`config.mk`:
```
export PLATFORM = sky130hd
export DESIGN_NAME = tx_phy_serializer
export DESIGN_NICKNAME = d
export VERILOG_FILES = /design/src/rtl/tx_phy_serializer.sv
export SDC_FILE = /design/constraint.sdc
export NUM_CORES = 1
export LEC_CHECK = 0
export CAP_MARGIN = 20
export CORE_MARGIN = 8
export CORE_UTILIZATION = 40
export CTS_CLUSTER_SIZE = 20
export DETAILED_ROUTE_END_ITERATION = 16
export PLACE_DENSITY = 0.66
export REMOVE_ABC_BUFFERS = 1
export SLEW_MARGIN = 10
export SYNTH_ARGS = -nofsm -noshare
export SYNTH_HDL_FRONTEND = slang
export SYNTH_SLANG_ARGS = --single-unit
```
`constraint.sdc`:
```
create_clock -name Clock -period 2.25 [get_ports Clock]
set_clock_uncertainty 0.05 [all_clocks]
set_input_delay 0.5625 -clock Clock [delete_from_list [all_inputs] [get_ports Clock]]
set_output_delay 0.5625 -clock Clock [all_outputs]
set_load 0.1 [all_outputs]
```
`src/rtl/tx_phy_serializer.sv`:
```
// rtl/tx_phy_serializer.sv - TCPC-to-PHY byte serializer; optional CRC-32 append under TX_CRC_APPEND_EN
module tx_phy_serializer #(
  parameter int MAX_BYTES = 30
) (
  input  logic                   Clock,
  input  logic                   Reset,
  input  logic [MAX_BYTES*8-1:0] TRANSMIT_DATA_OUTPUT,
  input  logic                   START,
  input  logic [4:0]             BYTE_COUNT,
  input  logic                   DISCARD,
  output logic [7:0]             PHY_TX_DATA,
  output logic                   PHY_TX_VALID,
  input  logic                   PHY_TX_READY,
  output logic                   PHY_TX_SOP,
  output logic                   PHY_TX_EOP,
  output logic                   MessageSentToPhy,
  output logic                   MessageDiscarded,
  output logic                   BUSY
);

  localparam int          W       = MAX_BYTES * 8;
  localparam logic [5:0]  MAX_CNT = 6'(MAX_BYTES);

`ifdef TX_CRC_APPEND_EN
  typedef enum logic [1:0] {IDLE = 2'd0, SEND_DATA = 2'd1, SEND_CRC = 2'd2, DONE = 2'd3} state_t;
`else
  typedef enum logic [1:0] {IDLE = 2'd0, SEND_DATA = 2'd1, DONE = 2'd3} state_t;
`endif

  state_t         state_q, state_d;
  logic [W-1:0]   shreg_q;
  logic [4:0]     cnt_q;
  logic [5:0]     idx_q;
  logic           disc_q;
  logic           len_ok;
  logic           hs;
  logic [5:0]     last_idx;

  assign len_ok   = (BYTE_COUNT >= 5'd2) && ({1'b0, BYTE_COUNT} <= MAX_CNT);
  assign last_idx = {1'b0, cnt_q} - 6'd1;
  assign hs       = PHY_TX_VALID & PHY_TX_READY;
  assign BUSY     = (state_q != IDLE);
  assign MessageDiscarded = disc_q;

`ifdef TX_CRC_APPEND_EN
  logic [31:0] crc_q;
  logic [31:0] crc_nxt;
  logic [5:0]  crc_last;

  // Bytewise reflected CRC-32 step, LSB of the byte folded in first.
  function automatic logic [31:0] crc32_byte(input logic [31:0] c, input logic [7:0] d);
    logic [31:0] r;
    r = c ^ {24'h0, d};
    for (int i = 0; i < 8; i++) begin
      r = r[0] ? ((r >> 1) ^ 32'hEDB88320) : (r >> 1);
    end
    return r;
  endfunction

  assign crc_nxt  = crc32_byte(crc_q, shreg_q[7:0]);
  assign crc_last = {1'b0, cnt_q} + 6'd3;
`endif

  // State register.
  always_ff @(posedge Clock or negedge Reset) begin
    if (!Reset) state_q <= IDLE;
    else        state_q <= state_d;
  end

  // Next-state and stream outputs; the byte on the wire is always the low byte of the shift register.
  always_comb begin
    state_d          = state_q;
    PHY_TX_VALID     = 1'b0;
    PHY_TX_DATA      = 8'h00;
    PHY_TX_SOP       = 1'b0;
    PHY_TX_EOP       = 1'b0;
    MessageSentToPhy = 1'b0;
    case (state_q)
      IDLE: begin
        if (!DISCARD && START && len_ok) state_d = SEND_DATA;
      end
      SEND_DATA: begin
        PHY_TX_VALID = 1'b1;
        PHY_TX_DATA  = shreg_q[7:0];
        PHY_TX_SOP   = (idx_q == 6'd0);
`ifndef TX_CRC_APPEND_EN
        PHY_TX_EOP   = (idx_q == last_idx);
`endif
        if (DISCARD) begin
          state_d = IDLE;
        end else if (PHY_TX_READY && (idx_q == last_idx)) begin
`ifdef TX_CRC_APPEND_EN
          state_d = SEND_CRC;
`else
          state_d = DONE;
`endif
        end
      end
`ifdef TX_CRC_APPEND_EN
      SEND_CRC: begin
        PHY_TX_VALID = 1'b1;
        PHY_TX_DATA  = shreg_q[7:0];
        PHY_TX_EOP   = (idx_q == crc_last);
        if (DISCARD)                                   state_d = IDLE;
        else if (PHY_TX_READY && (idx_q == crc_last))  state_d = DONE;
      end
`endif
      DONE: begin
        MessageSentToPhy = ~DISCARD;
        state_d          = IDLE;
      end
      default: state_d = IDLE;
    endcase
  end

  // Datapath: load on accepted START, advance on handshake, flag aborts and bad lengths for one cycle.
  always_ff @(posedge Clock or negedge Reset) begin
    if (!Reset) begin
      shreg_q <= '0;
      cnt_q   <= 5'd0;
      idx_q   <= 6'd0;
      disc_q  <= 1'b0;
`ifdef TX_CRC_APPEND_EN
      crc_q   <= 32'hFFFFFFFF;
`endif
    end else begin
      disc_q <= 1'b0;
      if (state_q == IDLE) begin
        if (START && !DISCARD) begin
          if (len_ok) begin
            shreg_q <= TRANSMIT_DATA_OUTPUT;
            cnt_q   <= BYTE_COUNT;
            idx_q   <= 6'd0;
`ifdef TX_CRC_APPEND_EN
            crc_q   <= 32'hFFFFFFFF;
`endif
          end else begin
            disc_q <= 1'b1;
          end
        end
      end else if (DISCARD) begin
        disc_q <= 1'b1;
      end else if (hs) begin
        idx_q <= idx_q + 6'd1;
`ifdef TX_CRC_APPEND_EN
        if (state_q == SEND_DATA) begin
          crc_q <= crc_nxt;
          // After the last data byte the shift register carries the inverted CRC, LSB first.
          if (idx_q == last_idx) shreg_q <= {{(W-32){1'b0}}, ~crc_nxt};
          else                   shreg_q <= {8'h00, shreg_q[W-1:8]};
        end else begin
          shreg_q <= {8'h00, shreg_q[W-1:8]};
        end
`else
        shreg_q <= {8'h00, shreg_q[W-1:8]};
`endif
      end
    end
  end

endmodule

```
==> impl_metrics.env <==
export IMPL_final_setup_worst_slack_ns=-0.659
export IMPL_worstMarginPinSlew_ns=0.652
export IMPL_crit_family="simple AND/OR/NAND/NOR gates"
export IMPL_max_cap_viol_count=0
export IMPL_clk_pin_slew_worst_paths_ns=0.07
export IMPL_gr_usage_all_layers_pct=19.9
export IMPL_hold_class="reg2reg"
export IMPL_use_met1_pct=28.5
export IMPL_drt_initial_drc_count=1068
export IMPL_gp_congestion=0.829
export IMPL_critPathLaunchType="flip-flop"
export IMPL_cts_tree="built"
export IMPL_overflow=0
export IMPL_clockRootBuffer="clkbuf_16"
export IMPL_dieArea_um2=35600
export IMPL_synth_seq_cells=254
export IMPL_slew_headroom_pct=56.5
export IMPL_antenna_cells=0
export IMPL_std_cell_rows=63
export IMPL_routed_via_density=5.68
export IMPL_crit_path_max_incr_delay_ns=0.55
export IMPL_clock_path_buffers=3
export IMPL_synth_top_flop_cell="dfrtp_1"
export IMPL_hold_viol=0
export IMPL_layout_commonest_cell="nand2_1"
export IMPL_slew_viol_final=0
export IMPL_core_area_um2=29500
export IMPL_io_pin_count=264
export IMPL_clock_sinks=254
export IMPL_final_cell_mix="482 x nand2_1, 252 x dfrtp_1, 248 x clkdlybuf4s50_1"
export IMPL_synth_cell_types=32
export IMPL_pwr_density_cell_nw_per_um2=922
export IMPL_finalSetupViolCount=191
export IMPL_ys_seq_area_share_pct=53.3
export IMPL_die_width_um=189
export IMPL_area_growth_syn_to_layout_pct=63.9
export IMPL_pre_cts_ws_ns=-0.466
export IMPL_nets=1999
export IMPL_fin_setup_tns_ns=-10.64
export IMPL_p_leak_nw=7.80
export IMPL_avgSynthCellArea_um2=8.40
export IMPL_violations="negative setup slack"
export IMPL_finalPower_mw=18.0
export IMPL_finalCriticalPeriod_ns=2.91
export IMPL_die_h_um=189
export IMPL_cts_buffers=28
export IMPL_grt_met3_usage_pct=4.81
export IMPL_max_freq_mhz=344
export IMPL_crit_buf_inv=1
export IMPL_slowest_stage="or4_4"
export IMPL_drive_above_1_share_pct=26.1
export IMPL_grt_busiest_layer="met2"
export IMPL_globalRouteMet2Util_pct=30.1
export IMPL_grt_max_degree=146
export IMPL_grt_setup_unrepaired="true"
export IMPL_final_util_pct=66.3
export IMPL_ant_nets=0
export IMPL_fin_cells=2155
export IMPL_wl_per_cell_um=19.9
export IMPL_worstPathRequired_ns=1.64
export IMPL_whs_ns=0.469
export IMPL_synth_edf_count=0
export IMPL_synthArstFlopShare_pct=100
export IMPL_syn_area_um2=11900
export IMPL_start_util_pct=40.5
export IMPL_place_area_um2=15700
export IMPL_cp_max_fo=2
export IMPL_ir_drop_mv=0.660
export IMPL_drt_pass1_iter_count=6
export IMPL_grt_pass1_vias=11700
export IMPL_grt_pass1_wl_um=60000
export IMPL_vias=12200
export IMPL_crit_arrival_ns=2.30
export IMPL_drc=0
export IMPL_synth_warnings=0
export IMPL_portBuffers=263
export IMPL_worstSetupEndpointType="output pin"
export IMPL_crit_path_cell_trace="or4_4 > or3_4 > nand4_1 > nor3_2 > buf_12"
export IMPL_htreeDepth=1
export IMPL_final_area_um2=19600
export IMPL_grt_antenna_before_repair=2
export IMPL_drt_total_wl_um=42900
export IMPL_status="finished with violations"
export IMPL_clock_latency_ns=0.54
export IMPL_dpl_hpwl_um=25200
export IMPL_placed_cells=2039
export IMPL_crit_type="reg2out"
export IMPL_synth_cells=1420
export IMPL_fin_crit_sh_pct=129
==> path summary, 6_finish.rpt <==
path | from | endpoint | slack [ns] | cells after the start
min in group asynchronous | Reset | state_q[0]$_DFFE_PN0P_ | 0.57 | 2
max reg2reg | cnt_q[2]$_DFFE_PN0P_ | state_q[1]$_DFFE_PN0P_ | -0.66 | 15
max | cnt_q[2]$_DFFE_PN0P_ | PHY_TX_EOP | -0.66 | 5
max in group asynchronous | Reset | shreg_q[236]$_DFFE_PN0P_ | 0.92 | 3
min | shreg_q[237]$_DFFE_PN0P_ | shreg_q[237]$_DFFE_PN0P_ | 0.47 | 2
min reg2reg | shreg_q[237]$_DFFE_PN0P_ | shreg_q[237]$_DFFE_PN0P_ | 0.47 | 2
==> synth_stat cells (2+ instances only) <==
cell type | instances | area [µm²]
buf_2 | 30 | 150
nand2_1 | 489 | 1840
xor2_1 | 7 | 61.3
and3_1 | 2 | 12.5
nand3b_1 | 2 | 15.0
nor4_1 | 2 | 12.5
inv_1 | 4 | 15.0
nand4_1 | 4 | 25.0
nor3_1 | 235 | 1180
clkbuf_1 | 84 | 315
o31ai_1 | 3 | 22.5
and2_1 | 9 | 56.3
dfrtp_1 | 254 | 6360
nand2b_1 | 2 | 12.5
xnor2_1 | 3 | 26.3
o21ai_0 | 13 | 65.1
ha_1 | 3 | 37.5
mux2_2 | 3 | 33.8
buf_4 | 19 | 143
nor2_1 | 9 | 33.8
a31oi_1 | 232 | 1450
==> repair_timing <==
item                                    CTS  global route
gates resized for setup                  20           371
buffers inserted                         12            20
gates cloned                              0            35
endpoints found under the hold margin    58             0
endpoints found under the setup margin   13           215
hold buffers                              1             0
pin swaps                                 7            14
==> registers in the layout, indices dropped and copies added, names as in the netlist <==
| signal | cells |
|---|---|
| MessageDiscarded | 1 |
| idx_q | 6 |
| shreg_q | 240 |
| cnt_q | 5 |
| state_q | 2 |
==> logic make-up (layout without fill, tap and decap cells) <==
group,after synthesis,in the layout,synth area share [%]
fa+ha+maj,3,3,0.315
simple gates,759,759,27.0
mux,3,3,0.283
xor+xnor,10,10,0.734
buf+inv,139,484,5.29
compound gates,252,252,13.1
flops,254,254,53.3
==> worst reg2reg max path, stage by stage (launching register included) <==
cell	delay, ns
dfrtp_1	0.40
or4_4	0.55
o21ai_2	0.13
nand4_1	0.17
buf_4	0.18
buf_4	0.13
buf_4	0.13
buf_4	0.12
buf_4	0.12
buf_4	0.12
buf_4	0.12
buf_4	0.12
buf_4	0.12
buf_4	0.13
buf_6	0.11
nor3_2	0.13
==> final cells by class <==
cell class | count | area [µm²]
tap | 390 | 488
clock inverter | 7 | 85.1
timing repair buffer | 429 | 5120
clock buffer | 42 | 875
fill | 2227 | 9930
multi-input combinational | 1027 | 6590
sequential | 254 | 6360
inverter | 6 | 37.5
==> routing by layer <==
metal  share of wire, %  routed length (µm)
met2                 47               20000
met3                7.7                3320
met5              0.058                  25
met1                 43               18500
met4                2.4                1040
==> report_power, final <==
group	total (mW)	internal, mW	switching (mW)
registers	7.24	6.04	1.20
logic	6.05	3.21	2.84
clock network	4.74	2.89	1.85
Power figures use the tool's default switching activity.
